===== src/rtl/uart_irq_ctrl.sv =====
// uart_irq_ctrl: 16550-style prioritised interrupt controller (LS, RDA, CTI, THRE) with sticky pending state.
module uart_irq_ctrl #(
  parameter int TX_FIFO_DEPTH = 32,
  parameter int RX_FIFO_DEPTH = 32,
  parameter int TIMEOUT_CHARS = 4,
  parameter int CNT_W         = 16
) (
  input  logic                             clk_i,
  input  logic                             rstn_i,
  input  logic [3:0]                       ier_i,
  input  logic                             error_i,
  input  logic [$clog2(RX_FIFO_DEPTH):0]   rx_elements_i,
  input  logic [$clog2(TX_FIFO_DEPTH):0]   tx_elements_i,
  input  logic [1:0]                       trigger_level_i,
  input  logic                             rx_push_i,
  input  logic                             rx_pop_i,
  input  logic                             iir_rd_i,
  input  logic                             lsr_rd_i,
  input  logic [CNT_W-1:0]                 char_time_i,
  output logic [3:0]                       pending_o,
  output logic [3:0]                       iir_o,
  output logic                             interrupt_o
);
  localparam int TW = CNT_W + $clog2(TIMEOUT_CHARS) + 1;
  logic [31:0]   thr_raw, thr;
  logic          rda_hit, cnt_rst, cti_hit, tx_empty, thre_set;
  logic [TW-1:0] cnt_q, cnt_d, cti_tgt;
  logic [3:0]    pend_q, pend_d, iir_q, iir_d;
  logic          tx_empty_q, thre_en_q, irq_q;
  assign thr_raw = trigger_level_i == 2'b00 ? 32'd1 :
                   trigger_level_i == 2'b01 ? 32'd4 :
                   trigger_level_i == 2'b10 ? 32'd8 : 32'd14;
  assign thr     = thr_raw > 32'(RX_FIFO_DEPTH) ? 32'(RX_FIFO_DEPTH) : thr_raw;
  assign rda_hit = 32'(rx_elements_i) >= thr;
  // Any RX activity, or an empty RX FIFO, restarts the character-timeout window.
  assign cnt_rst = rx_push_i | rx_pop_i | (rx_elements_i == '0);
  assign cnt_d   = cnt_rst ? '0 : (&cnt_q) ? cnt_q : cnt_q + TW'(1);
  assign cti_tgt = TW'(TIMEOUT_CHARS) * TW'(char_time_i) - TW'(1);
  assign cti_hit = ier_i[3] & (char_time_i != '0) & (cnt_q == cti_tgt);
  assign tx_empty = tx_elements_i == '0;
  assign thre_set = ier_i[1] & tx_empty & (~tx_empty_q | ~thre_en_q);
  assign pend_d[0] = ier_i[0] & rda_hit;
  assign pend_d[1] = ~ier_i[1] ? 1'b0 :
                     thre_set  ? 1'b1 :
                     ~tx_empty ? 1'b0 :
                     (iir_rd_i & (iir_q == 4'b0010)) ? 1'b0 : pend_q[1];
  assign pend_d[2] = ~ier_i[2] ? 1'b0 : error_i ? 1'b1 : lsr_rd_i ? 1'b0 : pend_q[2];
  assign pend_d[3] = (~ier_i[3] | cnt_rst) ? 1'b0 : cti_hit ? 1'b1 : pend_q[3];
  assign iir_d = pend_q[2] ? 4'b0110 :
                 pend_q[0] ? 4'b0100 :
                 pend_q[3] ? 4'b1100 :
                 pend_q[1] ? 4'b0010 : 4'b0001;
  always_ff @(posedge clk_i or negedge rstn_i) begin
    if (!rstn_i) begin
      cnt_q      <= '0;
      pend_q     <= '0;
      iir_q      <= 4'b0001;
      irq_q      <= 1'b0;
      tx_empty_q <= 1'b1;
      thre_en_q  <= 1'b0;
    end else begin
      cnt_q      <= cnt_d;
      pend_q     <= pend_d;
      iir_q      <= iir_d;
      irq_q      <= ~iir_d[0];
      tx_empty_q <= tx_empty;
      thre_en_q  <= ier_i[1];
    end
  end
  assign pending_o   = pend_q;
  assign iir_o       = iir_q;
  assign interrupt_o = irq_q;
endmodule


===== config.mk =====
export PLATFORM = sky130hd
export DESIGN_NAME = uart_irq_ctrl
export DESIGN_NICKNAME = d
export VERILOG_FILES = /design/src/rtl/uart_irq_ctrl.sv
export SDC_FILE = /design/constraint.sdc
export NUM_CORES = 1
export LEC_CHECK = 0
export ABC_AREA = 1
export CAP_MARGIN = 0
export CORE_MARGIN = 3
export CORE_UTILIZATION = 51
export CTS_CLUSTER_SIZE = 14
export DETAILED_ROUTE_END_ITERATION = 8
export HOLD_SLACK_MARGIN = 0.06
export PLACE_DENSITY = 0.77
export SETUP_SLACK_MARGIN = 0.2
export SYNTH_ARGS = -nofsm -noshare
export SYNTH_HDL_FRONTEND = slang
export SYNTH_SLANG_ARGS = --single-unit

===== constraint.sdc =====
create_clock -name clk_i -period 1.9 [get_ports clk_i]
set_clock_uncertainty 0.1 [all_clocks]
set_input_delay 0.38 -clock clk_i [delete_from_list [all_inputs] [get_ports clk_i]]
set_output_delay 0.38 -clock clk_i [all_outputs]
set_load 0.01 [all_outputs]

==> flow_summary_export.csv, run 1 <==
group,metric,value,unit
run_status,status,"completed",
global_route,grt_pass1_vias,2422,
cells_and_area,seq_area,757,um2
detailed_routing,ant_nets,0,
cells_and_area,layout.nets,475,
setup_path,crit_path_end_kind,"flip-flop",
clocking,path_clk_slew,0.07,ns
clocking,cts.sinks,30,
detailed_routing,drtIter0Drc,163,
cells_and_area,multi_input_area,1550,um2
worst_hold_path,hold_path_end,"pending_o[1]",
pwr,total_power,1.52,mW
setup_path,cp_slowest_cell,"dfrtp_1",
cells_and_area,area_growth,54.2,%
setup_path,arrival,1.85,ns
setup_path,reg2reg_depth,8,
sta,period_minus_slack,1.76,ns
global_route,antenna_found_initial,0,
cells_and_area,drive_gt1_share,29.7,%
sta,fmaxAchievable,569,MHz
detailed_routing,wire_per_inst,14.8,um
global_route,grt_pass1_wl,10.7,mm
cells_and_area,antenna_cells,0,
clocking,numCtsBuffers,5,
detailed_routing,vias_per_cell,5.38,
logic_synthesis,synth_seq_area_share,32.8,%
floorplanning,fp.dieH,73.1,um
setup_path,rrSetupSlack,0.14,ns
detailed_routing,via_count,2570,
setup_path,reg2reg_to,"cnt_q[5]",
worst_hold_path,worstHoldStart,"thre_en_q",
setup_path,critPathBufInv,2,
worst_hold_path,min_path_type,"reg -> reg",
clocking,htree_levels,2,
setup_path,path_cells,"ha_4 > nand3_4 > buf_4 > inv_2 > nand4_1 > nor3_2 > nand3_2 > o21ai_1",
logic_synthesis,synthesis.instances,325,
setup_path,cp_slowest_stage_delay,0.40,ns
logic_synthesis,synth-seq-cells,30,
clocking,clk_latency,0.28,ns
pwr,internal_power,1.12,mW
clocking,clockBufferDepth,2,
pwr,power_density,428,nW/um2
cells_and_area,final_cell_mix,"71 x nand2_1, 48 x buf_4, 36 x inv_1, 28 x nor2_1, 27 x clkdlybuf4s50_1",
sta,rsz0062_at_grt,"yes",
sta,tightest_slew,0.381,ns
setup_path,worstSetupPathType,"reg -> reg",
sta,finalCritPeriodShare,92.6,%
floorplanning,start_util,55.1,%
cells_and_area,design_area,3540,um2
sta,finalMaxSlewViolations,0,
detailed_routing,wirelength,7.06,mm
sta,relSlewSlack,74.6,%
logic_synthesis,netlist-cell-type-count,35,
logic_synthesis,synth_warnings,0,
pwr,leakage,1.73,nW
pwr,p_switching,0.396,mW
cells_and_area,fillCellCount,258,
pwr,p_comb_share,21.9,%
placement,placedInstanceArea,3090,um2
global_route,grt_use_total,25.5,%
sta,holdWs,0.323,ns
pwr,irDropWorstVdd,0.391,mV
placement,dpl.hpwl,4.86,mm
placement,routabilityCongestion,0.884,
clocking,cts_tree,"built",
setup_path,cp-start-kind,"flip-flop",
job,cap_violations,0,
sta,setup_viol,0,
worst_hold_path,hold_depth,1,
detailed_routing,drc,0,
detailed_routing,dr.pass1.iters,5,
clocking,holdBufCountCts,0,
logic_synthesis,syn_nets,373,
pwr,switching_share,26.1,%
clocking,cts_root_buffer,"clkbuf_8",
floorplanning,ios,50,
floorplanning,dieArea,5350,um2
sta,hold_violations,0,
global_route,grt_start_max_net_pins,31,
pwr,p_seq_share,43.6,%
setup_path,crit_fanout,6,
setup_path,r2r_start,"cnt_q[0]",
placement,io_buffers,49,
logic_synthesis,avgSynthCellArea,7.07,um2
logic_synthesis,synth_area,2300,um2
pwr,clkPwrFrac,34.5,%
floorplanning,core-area,4170,um2
floorplanning,dieWidth,73.1,um
setup_path,worst-endpoint-required,1.99,ns
cells_and_area,mostFrequentLayoutCell,"nand2_1",
setup_path,crit_family,"simple AND/OR/NAND/NOR gates",
floorplanning,row_count,23,
global_route,gr-total-overflow,0,
==> per-stage QoR <==
step	instances	setup WS [ns]	setup TNS, ns	util (%)
after global routing	478	0.0307	0	84.9
after floorplan	325	0.215	0	-
after detailed placement	455	-0.339	-0.699	74.1
after global placement	455	-0.259	-0.486	74.1
final	478	0.141	0	84.9
after CTS	467	0.0513	0	78.7
==> final cells by class <==
cell class              count  share of cell area (%)
multi-input cells         244                    43.7
repair buffers             99                    25.5
flip-flops and latches     30                    21.4
inverters                  47                    5.05
clock buffers               7                    2.44
well taps                  50                    1.77
clock inverters             1                   0.141
==> power groups by stage <==
stage / registers, mW / clock network, mW / logic (mW)
floorplan: 0.679 / 0 / 0.101
global placement: 0.673 / 0 / 0.297
detailed placement: 0.673 / 0 / 0.303
CTS: 0.662 / 0.526 / 0.311
global route: 0.663 / 0.555 / 0.364
finish: 0.662 / 0.524 / 0.332
==> Yosys cell counts <==
| cell | count | share of area, % |
|---|---|---|
| o21ai_1 | 5 | 1.1 |
| buf_2 | 2 | 0.44 |
| nor2_4 | 2 | 0.98 |
| clkinv_1 | 3 | 0.49 |
| nand2_2 | 2 | 0.54 |
| nand4_1 | 3 | 0.82 |
| nor3_1 | 7 | 1.5 |
| inv_2 | 5 | 0.82 |
| nand2_4 | 2 | 0.98 |
| nand2_1 | 77 | 13 |
| dfstp_2 | 2 | 2.3 |
| o21a_1 | 2 | 0.65 |
| dfrtp_1 | 28 | 31 |
| nor2_2 | 5 | 1.4 |
| nor4_1 | 2 | 0.54 |
| xor2_1 | 15 | 5.7 |
| buf_4 | 1 | 0.33 |
| nand3_2 | 3 | 1.3 |
| nor3_2 | 3 | 1.3 |
| o21ai_2 | 1 | 0.38 |
| inv_1 | 39 | 6.4 |
| a21boi_2 | 1 | 0.49 |
| a21oi_2 | 1 | 0.38 |
| nand3b_1 | 4 | 1.3 |
| o21ai_0 | 13 | 2.8 |
| and3b_1 | 1 | 0.38 |
| a21oi_1 | 6 | 1.3 |
| ha_1 | 7 | 3.8 |
| nor3_4 | 1 | 0.71 |
| nand3_1 | 20 | 4.4 |
| clkbuf_1 | 1 | 0.16 |
| a31oi_1 | 6 | 1.6 |
| o41ai_1 | 2 | 0.76 |
| xnor2_1 | 10 | 3.8 |
| nor2_1 | 43 | 7.0 |
==> cell families after synthesis <==
group,after synthesis,share of synthesized area [%]
simple gates,175,35.7
buf+inv,51,8.61
compound gates,37,9.53
flops,30,32.8
xor+xnor,25,9.53
fa+ha+maj,7,3.81
==> registers in the layout, summed over array words and instances, names as in the netlist <==
name	cells
cnt_q	19
pending_o	4
iir_o	4
tx_empty_q	1
thre_en_q	1
interrupt_o	1
==> layer usage <==
metal	vias to the layer above	track usage [%]	share of wire, %
li1	1233	-	-
met1	1210	34.3	40
met2	111	41.9	52
met3	16	3.99	7.0
met4	0	8.40	1.5
met5	-	0	0
==> worst reg2reg max path, delay by kind of cell (launching register included) <==
kind / cells / cell delay, ns
adders and majority gates: 1 / 0.17
AOI/OAI and AO/OA: 1 / 0.13
and+or+nand+nor: 4 / 0.68
buffers and inverters: 2 / 0.20
DFF: 1 / 0.40
==> repair_timing <==
item / 4_1_cts / 5_1_grt
setup endpoints to repair: 22 / 23
gates resized for setup: 30 / 56
pin swaps: 19 / 23
setup buffers: 4 / 11
==> worst max-delay path by stage <==
stage | from | endpoint | slack (ns) | depth (start not counted)
after CTS | char_time_i[2] | pending_o[3] | 0.05 | 10
after floorplan | cnt_q[0] | cnt_q[14] | 0.22 | 10
after global routing | cnt_q[14] | cnt_q[12] | 0.03 | 8
after global placement | char_time_i[0] | pending_o[3] | -0.26 | 11
after detailed placement | char_time_i[0] | pending_o[3] | -0.34 | 11
final | cnt_q[0] | cnt_q[5] | 0.14 | 8
Power figures use the tool's default switching activity.
==> inputs of run 2 (changes only) <==
--- a/config.mk
+++ b/config.mk
@@ -8,9 +8,10 @@
 export ABC_AREA = 1
 export CAP_MARGIN = 0
 export CORE_MARGIN = 3
-export CORE_UTILIZATION = 51
+export CORE_UTILIZATION = 64
 export CTS_CLUSTER_SIZE = 14
 export DETAILED_ROUTE_END_ITERATION = 8
+export DONT_BUFFER_PORTS = 1
 export HOLD_SLACK_MARGIN = 0.06
 export PLACE_DENSITY = 0.77
 export SETUP_SLACK_MARGIN = 0.2
==> flow_summary_export.csv, run 2 (synthesized netlist as in run 1, its figures left out) <==
group,metric,value,unit
run_status,status,"completed",
cells_and_area,drive_gt1_share,17.0,%
placement,io_buffers,0,
floorplanning,row_count,21,
detailed_routing,via_count,2173,
setup_path,worstSetupPathType,"reg -> reg",
clocking,cts.sinks,30,
clocking,cts_root_buffer,"clkbuf_4",
setup_path,arrival,1.93,ns
setup_path,path_common_cell,"nor3_2",
placement,routabilityCongestion,0.886,
pwr,leakage,1.23,nW
cells_and_area,multi_input_area,1440,um2
setup_path,cp_slowest_cell,"dfrtp_1",
detailed_routing,vias_per_cell,5.52,
sta,period_minus_slack,1.75,ns
sta,rsz0062_at_grt,"yes",
cells_and_area,layout.nets,395,
pwr,power_density,467,nW/um2
cells_and_area,antenna_cells,0,
floorplanning,ios,50,
global_route,antenna_found_initial,0,
pwr,total_power,1.25,mW
setup_path,path_cells,"inv_1 > nor3_2 > nand2_2 > inv_2 > nand2_4 > nor2_4 > nand3_2 > nand2_1 > nor2_1 > nor3_2",
floorplanning,start_util,67.8,%
cells_and_area,fillCellCount,251,
job,cap_violations,0,
setup_path,cp_slowest_stage_delay,0.52,ns
floorplanning,core-area,3390,um2
detailed_routing,drc,0,
clocking,path_clk_slew,0.10,ns
cells_and_area,largest-register,"cnt_q",
detailed_routing,wirelength,5.69,mm
cells_and_area,area_growth,16.3,%
global_route,grt_use_total,26.7,%
global_route,gr-total-overflow,0,
sta,fmaxAchievable,570,MHz
setup_path,critPathBufInv,2,
sta,finalMaxSlewViolations,0,
global_route,grt_start_max_net_pins,31,
sta,hold_violations,0,
clocking,numCtsBuffers,5,
detailed_routing,ant_nets,0,
cells_and_area,final_cell_mix,"76 x nand2_1, 41 x nor2_1, 38 x inv_1, 26 x dfrtp_1, 19 x nand3_1",
detailed_routing,drtIter0Drc,147,
sta,setup_viol,0,
floorplanning,dieWidth,65.9,um
sta,finalCritPeriodShare,92.4,%
sta,tightest_slew,0.316,ns
global_route,grt_pass1_wl,8.71,mm
clocking,htree_levels,2,
setup_path,cp-start-kind,"flip-flop",
cells_and_area,seq_area,756,um2
worst_hold_path,min_path_type,"in -> reg",
setup_path,crit_fanout,7,
setup_path,crit_path_end_kind,"flip-flop",
clocking,cts_tree,"built",
sta,totalNegativeSetupSlack,0,ns
placement,dpl.hpwl,4.08,mm
floorplanning,dieArea,4340,um2
setup_path,worst-endpoint-required,2.07,ns
floorplanning,fp.dieH,65.9,um
clocking,clk_latency,0.34,ns
clocking,clockBufferDepth,2,
detailed_routing,wire_per_inst,14.4,um
detailed_routing,dr.pass1.iters,4,
pwr,irDropWorstVdd,0.529,mV
cells_and_area,largest_register_ffs,19,
setup_path,crit_family,"simple AND/OR/NAND/NOR gates",
global_route,grt_pass1_vias,2009,
cells_and_area,mostFrequentLayoutCell,"nand2_1",
sta,relSlewSlack,78.9,%
run 2: cell count changes in the layout (fill, tap and decap cells not counted), moves of 3 or more:
cell             delta
nor2_2             -13
dlygate4sd3_1       +8
clkbuf_8            -5
nand2_1             +5
o21ai_0             +4
o21ai_1             -3
nand2_2             -5
clkdlybuf4s50_1    -27
dlymetal6s2s_1     -14
clkbuf_4            +5
dlygate4sd2_1       -5
nor2_1             +13
buf_4              -39
run 2: cell type report:
| type | instances | area share [%] |
|---|---|---|
| Sequential cell | 30 | 28.3 |
| Timing Repair Buffer | 19 | 6.69 |
| Multi-Input combinational cell | 244 | 53.8 |
| Tap cell | 46 | 2.15 |
| Clock buffer | 6 | 1.92 |
| Clock inverter | 2 | 0.468 |
| Inverter | 47 | 6.69 |
run 2: worst paths after layout:
path | endpoint | depth (start not counted) | start | slack (ns)
max | cnt_q[14] | 10 | cnt_q[6] | 0.15
min | pending_o[0] | 2 | rx_elements_i[4] | 0.09
max reg2reg | cnt_q[14] | 10 | cnt_q[6] | 0.15
min reg2reg | pending_o[1] | 1 | thre_en_q | 0.33
max in group asynchronous | tx_empty_q | 2 | rstn_i | 1.07
min in group asynchronous | pending_o[3] | 2 | rstn_i | 0.38
run 2: metal layers:
layer / part of all wire, % / global-route usage (%)
met1: 40 / 33.5
met2: 49 / 43.1
met3: 7.2 / 5.95
met4: 3.1 / 13.5
met5: 0 / 0
run 2: through the flow:
| step | util, % | instance area, um2 | hold WS, ns | setup WS [ns] | cells |
|---|---|---|---|---|---|
| floorplan | - | 2300 | -0.0156 | 0.215 | 325 |
| global placement | 70.4 | 2390 | -0.0151 | 0.0865 | 374 |
| detailed placement | 70.4 | 2390 | -0.0151 | -0.00341 | 374 |
| CTS | 76.0 | 2580 | 0.0787 | 0.176 | 393 |
| global route | 78.8 | 2670 | 0.0716 | 0.0203 | 394 |
| finish | 78.8 | 2670 | 0.0877 | 0.145 | 394 |
run 2: what timing repair did:
item	4_1_cts	5_1_grt
gates resized for setup	3	20
hold endpoints to repair	36	0
pin swaps	1	10
hold buffers	9	0
setup buffers	2	1
endpoints found under the setup margin	13	19
run 2: power by group:
group / total, mW / internal [mW] / switching (mW)
registers: 0.668 / 0.653 / 0.0152
logic: 0.166 / 0.0715 / 0.0943
clock network: 0.414 / 0.178 / 0.237
total: 1.25 / 0.902 / 0.346
==> inputs of run 3 (changes only) <==
==> constraint.sdc (replaced) <==
create_clock -name clk_i -period 1.9 [get_ports clk_i]
set_clock_uncertainty 0.1 [all_clocks]
set_input_delay 0.19 -clock clk_i [delete_from_list [all_inputs] [get_ports clk_i]]
set_output_delay 0.19 -clock clk_i [all_outputs]
set_load 0.01 [all_outputs]
==> flow_summary_export.csv, run 3 (synthesized netlist as in run 1, its figures left out) <==
group,metric,value,unit
sta,period_minus_slack,1.77,ns
floorplanning,ios,50,
detailed_routing,dr.pass1.iters,5,
pwr,irDropWorstVdd,0.435,mV
setup_path,path_cells,"nand2_1 > inv_1 > nand3_1 > nor2_4 > nand2_1 > inv_1 > nand2_4 > nor3_1 > nor3_2",
placement,dp_slack,0.144,ns
setup_path,cp-start-kind,"flip-flop",
worst_hold_path,min_path_type,"in -> reg",
clocking,cts.sinks,30,
setup_path,crit_path_start,"cnt_q[4]",
floorplanning,dieArea,4340,um2
floorplanning,row_count,21,
sta,hold_violations,0,
detailed_routing,via_count,2299,
clocking,htree_levels,2,
cells_and_area,area_growth,20.3,%
pwr,clkPwrFrac,33.6,%
clocking,cts_tree,"built",
floorplanning,dieWidth,65.9,um
floorplanning,core-area,3390,um2
pwr,p_seq_share,53.2,%
sta,fin_ws,0.135,ns
floorplanning,fp.dieH,65.9,um
sta,fmaxAchievable,567,MHz
sta,rsz0062_at_grt,"yes",
sta,relSlewSlack,77.5,%
setup_path,worst-endpoint-required,2.04,ns
job,cap_violations,0,
cells_and_area,layout.nets,405,
cells_and_area,antenna_cells,0,
detailed_routing,wire_per_inst,15.7,um
detailed_routing,drtIter0Drc,168,
detailed_routing,vias_per_cell,5.69,
sta,setup_viol,0,
pwr,p_comb_share,13.3,%
global_route,grt_pass1_vias,2096,
clocking,cts_root_buffer,"clkbuf_4",
setup_path,cp_slowest_stage_delay,0.44,ns
cells_and_area,fillCellCount,238,
cells_and_area,final_cell_mix,"75 x nand2_1, 42 x nor2_1, 38 x inv_1, 23 x dfrtp_1",
detailed_routing,wirelength,6.33,mm
sta,tightest_slew,0.337,ns
pwr,power_density,455,nW/um2
global_route,gr-total-overflow,0,
sta,finalMaxSlewViolations,0,
setup_path,worstSetupPathType,"reg -> reg",
sta,totalNegativeSetupSlack,0,ns
setup_path,crit_fanout,5,
floorplanning,start_util,67.8,%
detailed_routing,ant_nets,0,
cells_and_area,largest-register,"cnt_q",
setup_path,r2r_start,"cnt_q[4]",
worst_hold_path,worstHoldStart,"rx_push_i",
global_route,antenna_found_initial,0,
placement,dpl.hpwl,4.19,mm
pwr,switching_share,28.1,%
clocking,clockBufferDepth,2,
clocking,clk_latency,0.35,ns
clocking,path_clk_slew,0.11,ns
global_route,grt_use_total,27.8,%
pwr,internal_power,0.904,mW
clocking,numCtsBuffers,5,
run_status,status,"completed",
global_route,grt_pass1_wl,9.21,mm
global_route,grt_start_max_net_pins,31,
cells_and_area,drive_gt1_share,20.9,%
sta,finalCritPeriodShare,92.9,%
cells_and_area,largest_register_ffs,19,
placement,io_buffers,0,
setup_path,crit_path_end_kind,"flip-flop",
detailed_routing,drc,0,
placement,routabilityCongestion,0.938,
pwr,p_switching,0.354,mW
setup_path,cp_slowest_cell,"dfrtp_2",
cells_and_area,mostFrequentLayoutCell,"nand2_1",
pwr,leakage,1.26,nW
setup_path,arrival,1.91,ns
[run 3: cell count changes in the layout (fill, tap and decap cells not counted), moves of 2 or more]
cell / delta
dfrtp_1: -3
o21ai_1: -2
buf_4: +9
dfrtp_2: +3
o21ai_2: +4
dlygate4sd3_1: +2
[run 3: through the flow]
stage / cells / power, mW / instance area [um2] / util, % / hold WS (ns)
4_1_cts: 398 / 1.25 / 2630 / 77.6 / 0.109
2_1_floorplan: 325 / 0.779 / 2300 / - / -0.206
6_report: 404 / 1.26 / 2760 / 81.5 / 0.146
5_1_grt: 404 / 1.31 / 2760 / 81.5 / 0.153
3_5_place_dp: 374 / 0.805 / 2390 / 70.4 / -0.205
3_3_place_gp: 374 / 0.801 / 2390 / 70.4 / -0.205
[run 3: area by class of cell]
class,instances,area [um2],area share [%]
flip-flops and latches,30,759,27.5
well taps,46,57.6,2.08
clock buffers,6,51.3,1.86
inverters,47,179,6.48
clock inverters,2,12.5,0.453
multi-input cells,244,1450,52.4
repair buffers,29,255,9.24
[run 3: final timing paths]
kind,end,slack (ns),cells past startpoint
max,cnt_q[13],0.13,9
min,pending_o[3],0.15,5
max reg2reg,cnt_q[13],0.13,9
min reg2reg,pending_o[1],0.32,1
max in group asynchronous,tx_empty_q,1.28,2
min in group asynchronous,iir_o[1],0.18,2
[run 3: power groups by stage]
stage / logic, mW / registers (mW) / clock network (mW)
finish: 0.167 / 0.669 / 0.422
floorplan: 0.101 / 0.679 / 0
global route: 0.189 / 0.670 / 0.452
detailed placement: 0.125 / 0.680 / 0
global placement: 0.122 / 0.679 / 0
CTS: 0.160 / 0.668 / 0.418
[run 3: repair_timing]
item	4_1_cts	5_1_grt
hold buffers	11	0
cloned	0	0
gates resized for setup	6	23
endpoints found under the setup margin	10	20
pin swaps	5	6
endpoints found under the hold margin	36	0
setup buffers	5	6
[run 3: metal layers]
layer / global-route usage (%) / wire [um]
met5: 0 / 0
met4: 8.03 / 223
met3: 6.46 / 489
met2: 47.9 / 3130
met1: 34.4 / 2480
[run 3: critical path, delay by kind of cell, from the launching register on]
family / cells / cell delay (ns)
DFF: 1 / 0.44
and+or+nand+nor: 7 / 0.88
buffers and inverters: 2 / 0.24
